--- config.mk ---
export PLATFORM = sky130hd
export DESIGN_NAME = j202_wb_host_bridge
export DESIGN_NICKNAME = d
export VERILOG_FILES = /design/src/rtl/j202_wb_host_bridge.sv
export SDC_FILE = /design/constraint.sdc
export NUM_CORES = 1
export LEC_CHECK = 0
export ABC_AREA = 1
export BUFFER_PORTS_ARGS = -buffer_cell sky130_fd_sc_hd__buf_4
export CAP_MARGIN = 20
export CORE_ASPECT_RATIO = 0.75
export CORE_UTILIZATION = 48
export CTS_BUF_LIST = sky130_fd_sc_hd__clkbuf_4 sky130_fd_sc_hd__clkbuf_8 sky130_fd_sc_hd__clkbuf_16
export DETAILED_ROUTE_END_ITERATION = 10
export GPL_ROUTABILITY_DRIVEN = 0
export PLACE_DENSITY = 0.83
export SLEW_MARGIN = 20
export SYNTH_ARGS = -nofsm -noshare
export SYNTH_HDL_FRONTEND = slang
export SYNTH_SLANG_ARGS = --single-unit
--- constraint.sdc ---
create_clock -name wb_clk_i -period 1.9 [get_ports wb_clk_i]
set_input_delay 0.19 -clock wb_clk_i [delete_from_list [all_inputs] [get_ports wb_clk_i]]
set_output_delay 0.19 -clock wb_clk_i [all_outputs]
set_load 0.01 [all_outputs]
--- src/rtl/j202_wb_host_bridge.sv ---
// j202_wb_host_bridge: Wishbone slave bridging Caravel management bus to the J202 host port.
// Ports:
//   wb_clk_i, wb_rst_ni                     clock, synchronous active-low reset
//   wbs_cyc_i/stb_i/we_i/sel_i/adr_i/dat_i  Wishbone slave request
//   wbs_ack_o, wbs_dat_o                    Wishbone single-cycle ack and read data
//   hb_req_o/we_o/be_o/addr_o/wdata_o       host-port request, held until ack or timeout
//   hb_ack_i, hb_rdata_i                    host-port completion and read data
//   core_rst_hold_o                         holds the J202 core in reset (CTRL[0])
//   err_o                                   sticky timeout flag (CTRL[1])
module j202_wb_host_bridge #(
    parameter logic [31:0] BASE_ADDR      = 32'h3000_0000,
    parameter int          TIMEOUT_CYCLES = 255,
    parameter logic [31:0] ERR_DATA       = 32'hDEAD_BEEF
) (
    input  logic        wb_clk_i,
    input  logic        wb_rst_ni,
    input  logic        wbs_cyc_i,
    input  logic        wbs_stb_i,
    input  logic        wbs_we_i,
    input  logic [3:0]  wbs_sel_i,
    input  logic [31:0] wbs_adr_i,
    input  logic [31:0] wbs_dat_i,
    output logic        wbs_ack_o,
    output logic [31:0] wbs_dat_o,
    output logic        hb_req_o,
    output logic        hb_we_o,
    output logic [3:0]  hb_be_o,
    output logic [23:0] hb_addr_o,
    output logic [31:0] hb_wdata_o,
    input  logic        hb_ack_i,
    input  logic [31:0] hb_rdata_i,
    output logic        core_rst_hold_o,
    output logic        err_o
);
    typedef enum logic [1:0] {IDLE, FWD, RESP} state_t;
    localparam logic [7:0] TMAX = 8'(TIMEOUT_CYCLES - 1);
    state_t      state, state_n;
    logic [7:0]  timer, to_cnt;
    logic        access, is_csr, hb_done, timeout, ctrl_wr;
    logic [31:0] csr_rdata;
    always_comb begin
        access    = wbs_cyc_i & wbs_stb_i & (wbs_adr_i[31:24] == BASE_ADDR[31:24]);
        is_csr    = wbs_adr_i[23:20] == 4'hF;
        hb_done   = (state == FWD) & hb_req_o & hb_ack_i;
        timeout   = (state == FWD) & hb_req_o & ~hb_ack_i & (timer == TMAX);
        ctrl_wr   = wbs_we_i & wbs_sel_i[0] & (wbs_adr_i[3:2] == 2'd0);
        csr_rdata = (wbs_adr_i[3:2] == 2'd0) ? {30'd0, err_o, core_rst_hold_o} :
                    (wbs_adr_i[3:2] == 2'd1) ? {24'd0, to_cnt} : 32'd0;
        state_n   = state;
        case (state)
            IDLE:    state_n = access ? (is_csr ? RESP : FWD) : IDLE;
            // An aborted master (cyc dropped) gets no ack.
            FWD:     state_n = (hb_done | timeout) ? (wbs_cyc_i ? RESP : IDLE) : FWD;
            default: state_n = IDLE;
        endcase
    end
    always_ff @(posedge wb_clk_i) begin
        if (!wb_rst_ni) state <= IDLE;
        else            state <= state_n;
    end
    assign wbs_ack_o = state == RESP;
    always_ff @(posedge wb_clk_i) begin
        if (!wb_rst_ni) begin
            wbs_dat_o       <= '0;
            hb_req_o        <= 1'b0;
            hb_we_o         <= 1'b0;
            hb_be_o         <= '0;
            hb_addr_o       <= '0;
            hb_wdata_o      <= '0;
            core_rst_hold_o <= 1'b1;
            err_o           <= 1'b0;
            to_cnt          <= '0;
            timer           <= '0;
        end else begin
            if (state == IDLE && access && is_csr) begin
                if (!wbs_we_i) begin
                    wbs_dat_o <= csr_rdata;
                end else if (ctrl_wr) begin
                    core_rst_hold_o <= wbs_dat_i[0];
                    // Writing 1 to err clears both the flag and the timeout count.
                    if (wbs_dat_i[1]) begin
                        err_o  <= 1'b0;
                        to_cnt <= '0;
                    end
                end
            end
            if (state == IDLE && access && !is_csr) begin
                hb_req_o   <= 1'b1;
                hb_we_o    <= wbs_we_i;
                hb_be_o    <= wbs_sel_i;
                hb_addr_o  <= wbs_adr_i[23:0];
                hb_wdata_o <= wbs_dat_i;
                timer      <= '0;
            end
            if (state == FWD) begin
                if (hb_done) begin
                    hb_req_o <= 1'b0;
                    if (!hb_we_o) wbs_dat_o <= hb_rdata_i;
                end else if (timeout) begin
                    hb_req_o  <= 1'b0;
                    err_o     <= 1'b1;
                    to_cnt    <= (to_cnt == 8'hFF) ? to_cnt : to_cnt + 8'd1;
                    wbs_dat_o <= ERR_DATA;
                end else begin
                    timer <= timer + 8'd1;
                end
            end
        end
    end
endmodule

==> impl_metrics.tcl <==
set metrics [dict create \
    io_buffers 202 \
    cts_root_buf "clkbuf_16" \
    finClkSkew_ns 0.00517 \
    cts_buffers 17 \
    die_area_um2 10600 \
    max-slew-margin-rel_pct 49.8 \
    path_max_fanout 10 \
    antenna_found_initial 0 \
    gr-total-overflow 0 \
    timing.final.crit_share_pct 89.7 \
    final_nets 961 \
    grt_pass1_wl_um 22200 \
    p_leak_nw 3.05 \
    num_vias 5162 \
    dr.pass1.iters 5 \
    cp-end-kind "flop" \
    grt_start_max_net_pins 91 \
    avgSynthCellArea_um2 7.40 \
    yosys-top-cells-area "dfxtp_1 47%, o21ai_0 12%, a21oi_1 11%" \
    ios 203 \
    avgRoutedWirePerCell_um 14.4 \
    hold_path_depth 3 \
    setup_viol 0 \
    route.detailed.drc 0 \
    crit_path_start_kind "flop" \
    grt_setup_unrepaired "false" \
    yosysTopAreaCell "dfxtp_1" \
    fp-row-count 31 \
    syn_inst 659 \
    worst_slew_pin_slew_ns 0.754 \
    power.density_nw_per_um2 852 \
    cts_buffer_depth 2 \
    fin_crit_ns 1.70 \
    grt_use_total_pct 26.6 \
    yosysWarnings 0 \
    required_ns 2.23 \
    ant_nets 0 \
    finalHoldViolations 0 \
    post-synth-top-area-fraction_pct 46.8 \
    crit_path_max_incr_delay_ns 0.40 \
    crit_slowest_cell "dfxtp_1" \
    numClockSinks 114 \
    drive_gt1_share_pct 30.2 \
    fmax_ghz 0.587 \
    cts_tree "done" \
    path_clk_slew_ns 0.05 \
    antenna_cells 0 \
    min_path_type "input port to flop" \
    crit_top_cell "nand2_1" \
    seq_area_frac_synth_pct 46.8 \
    maxCapViolations 0 \
    die_h_um 89.3 \
    htree_levels 4 \
    cts_setup_buffers 0 \
    ir_drop_mv 0.605 \
    ys_ff_latch 114 \
    tns_ns 0 \
    via_per_inst 5.18 \
    crit_arrival_ns 2.03 \
    grt_pass1_vias 4698 \
    rrSetupSlack_ns 0.20 \
    syn2layout_area_growth_pct 44.6 \
    syn-cell-area_um2 4880 \
    reg2reg_depth 9 \
    start_util_pct 49.9 \
    crit_chain "ha_1 > nand2_1 > nor2_1 > nand2_1 > nor2_1 > a21oi_4 > inv_1 > nand2_1 > a21oi_1" \
    cp.depth 9 \
    dp.final_hpwl_um 9840 \
    clk_latency_ns 0.41 \
    path_delay_family "simple AND/OR/NAND/NOR gates" \
    drtIter0Drc 471 \
    postCtsResizedCells 0 \
    syn-num-nets 768 \
    cp.buffers_inverters 1 \
    final_util_pct 72.2 \
    drt-total-wl_um 14400 \
    path_class "flop to flop" \
    status "finished, final reports clean" \
    core_area_um2 9770 \
    hold_buffers 0 \
    die_w_um 118 \
    drv_slew 0 \
    yosysUniqueCellTypes 31 \
]
report_power, final:
group | switching, mW | internal (mW) | total (mW)
Combinational | 0.123 | 0.167 | 0.290
Sequential | 0.000908 | 2.39 | 2.39
Clock | 1.11 | 2.22 | 3.32
Total | 1.23 | 4.78 | 6.01
cells in the mapped netlist (all sizes together):
cell / instances
nor4: 1
o21ai: 115
dfxtp: 114
nand4: 3
nand3: 27
nand2: 92
a31oi: 1
and3: 1
a211oi: 1
xor2: 1
buf: 12
clkbuf: 23
a21boi: 1
ha: 3
a21oi: 107
nor2: 46
o211ai: 1
nor3: 4
or2: 2
inv: 101
nand3b: 3
cells in the final DEF, fill, tap and decap left out, types with 3 or more instances in the layout:
cell type   instances
nand3b_1            3
nand3_1            26
nand2_1            86
bufinv_16           4
ha_1                3
inv_1             100
clkinvlp_4          5
dfxtp_1           114
a21oi_1           106
buf_4             208
nor2_1             39
nor3_1              4
nand2_2             6
clkbuf_16          17
nor2_4              4
nor2_2              3
o21ai_0           113
registers in the layout, indices dropped and copies added (netlist names):
register / flops
hb_addr_o: 24
hb_wdata_o: 32
core_rst_hold_o: 1
hb_be_o: 4
wbs_dat_o: 32
err_o: 1
hb_req_o: 1
hb_we_o: 1
state: 2
timer: 8
to_cnt: 8
per-layer routing:
layer	GRT usage [%]	routed length, µm
met5	0	0
met2	46.4	7200
met4	11.7	253
met1	31.5	5880
met3	6.89	1020
worst reg2reg max path: stages (launching register included):
cell	delay [ns]
dfxtp_1	0.40
ha_1	0.20
nand2_1	0.09
nor2_1	0.10
nand2_1	0.08
nor2_1	0.26
a21oi_4	0.15
inv_1	0.13
nand2_1	0.08
a21oi_1	0.15
kinds of logic after synthesis:
logic type,after synthesis,share of synthesized area [%]
buffers and inverters,136,11.8
DFF,114,46.8
and+or+nand+nor,179,16.7
adders and majority gates,3,0.769
AOI/OAI and AO/OA,226,23.7
xor gates and xnor gates,1,0.180
stage by stage:
stage          hold WS, ns  setup WS [ns]  area, µm²  instances  total power [mW]
5_1_grt             0.0507         0.0284       7060        997              6.18
4_1_cts             0.0404          0.177       7060        997              6.04
3_5_place_dp         0.437          0.239       6430        965              2.73
2_1_floorplan        0.335          0.437       4880        659              2.54
6_report            0.0512          0.195       7060        997              6.01
3_3_place_gp         0.432          0.282       6430        965              2.73
final timing paths:
path	startpoint	endpoint
max reg2reg	to_cnt[0]	to_cnt[0]
min	hb_rdata_i[14]	wbs_dat_o[14]
min reg2reg	hb_wdata_o[19]	hb_wdata_o[19]
max	to_cnt[0]	to_cnt[0]
layout make-up:
type	count	area, µm²
multi-input combinational	409	2020
clock buffer	19	440
sequential	114	2280
clock inverter	13	185
inverter	101	379
tap	132	165
fill	768	2720
timing repair buffer	209	1580
No activity file was read; power rests on OpenSTA's default activity.
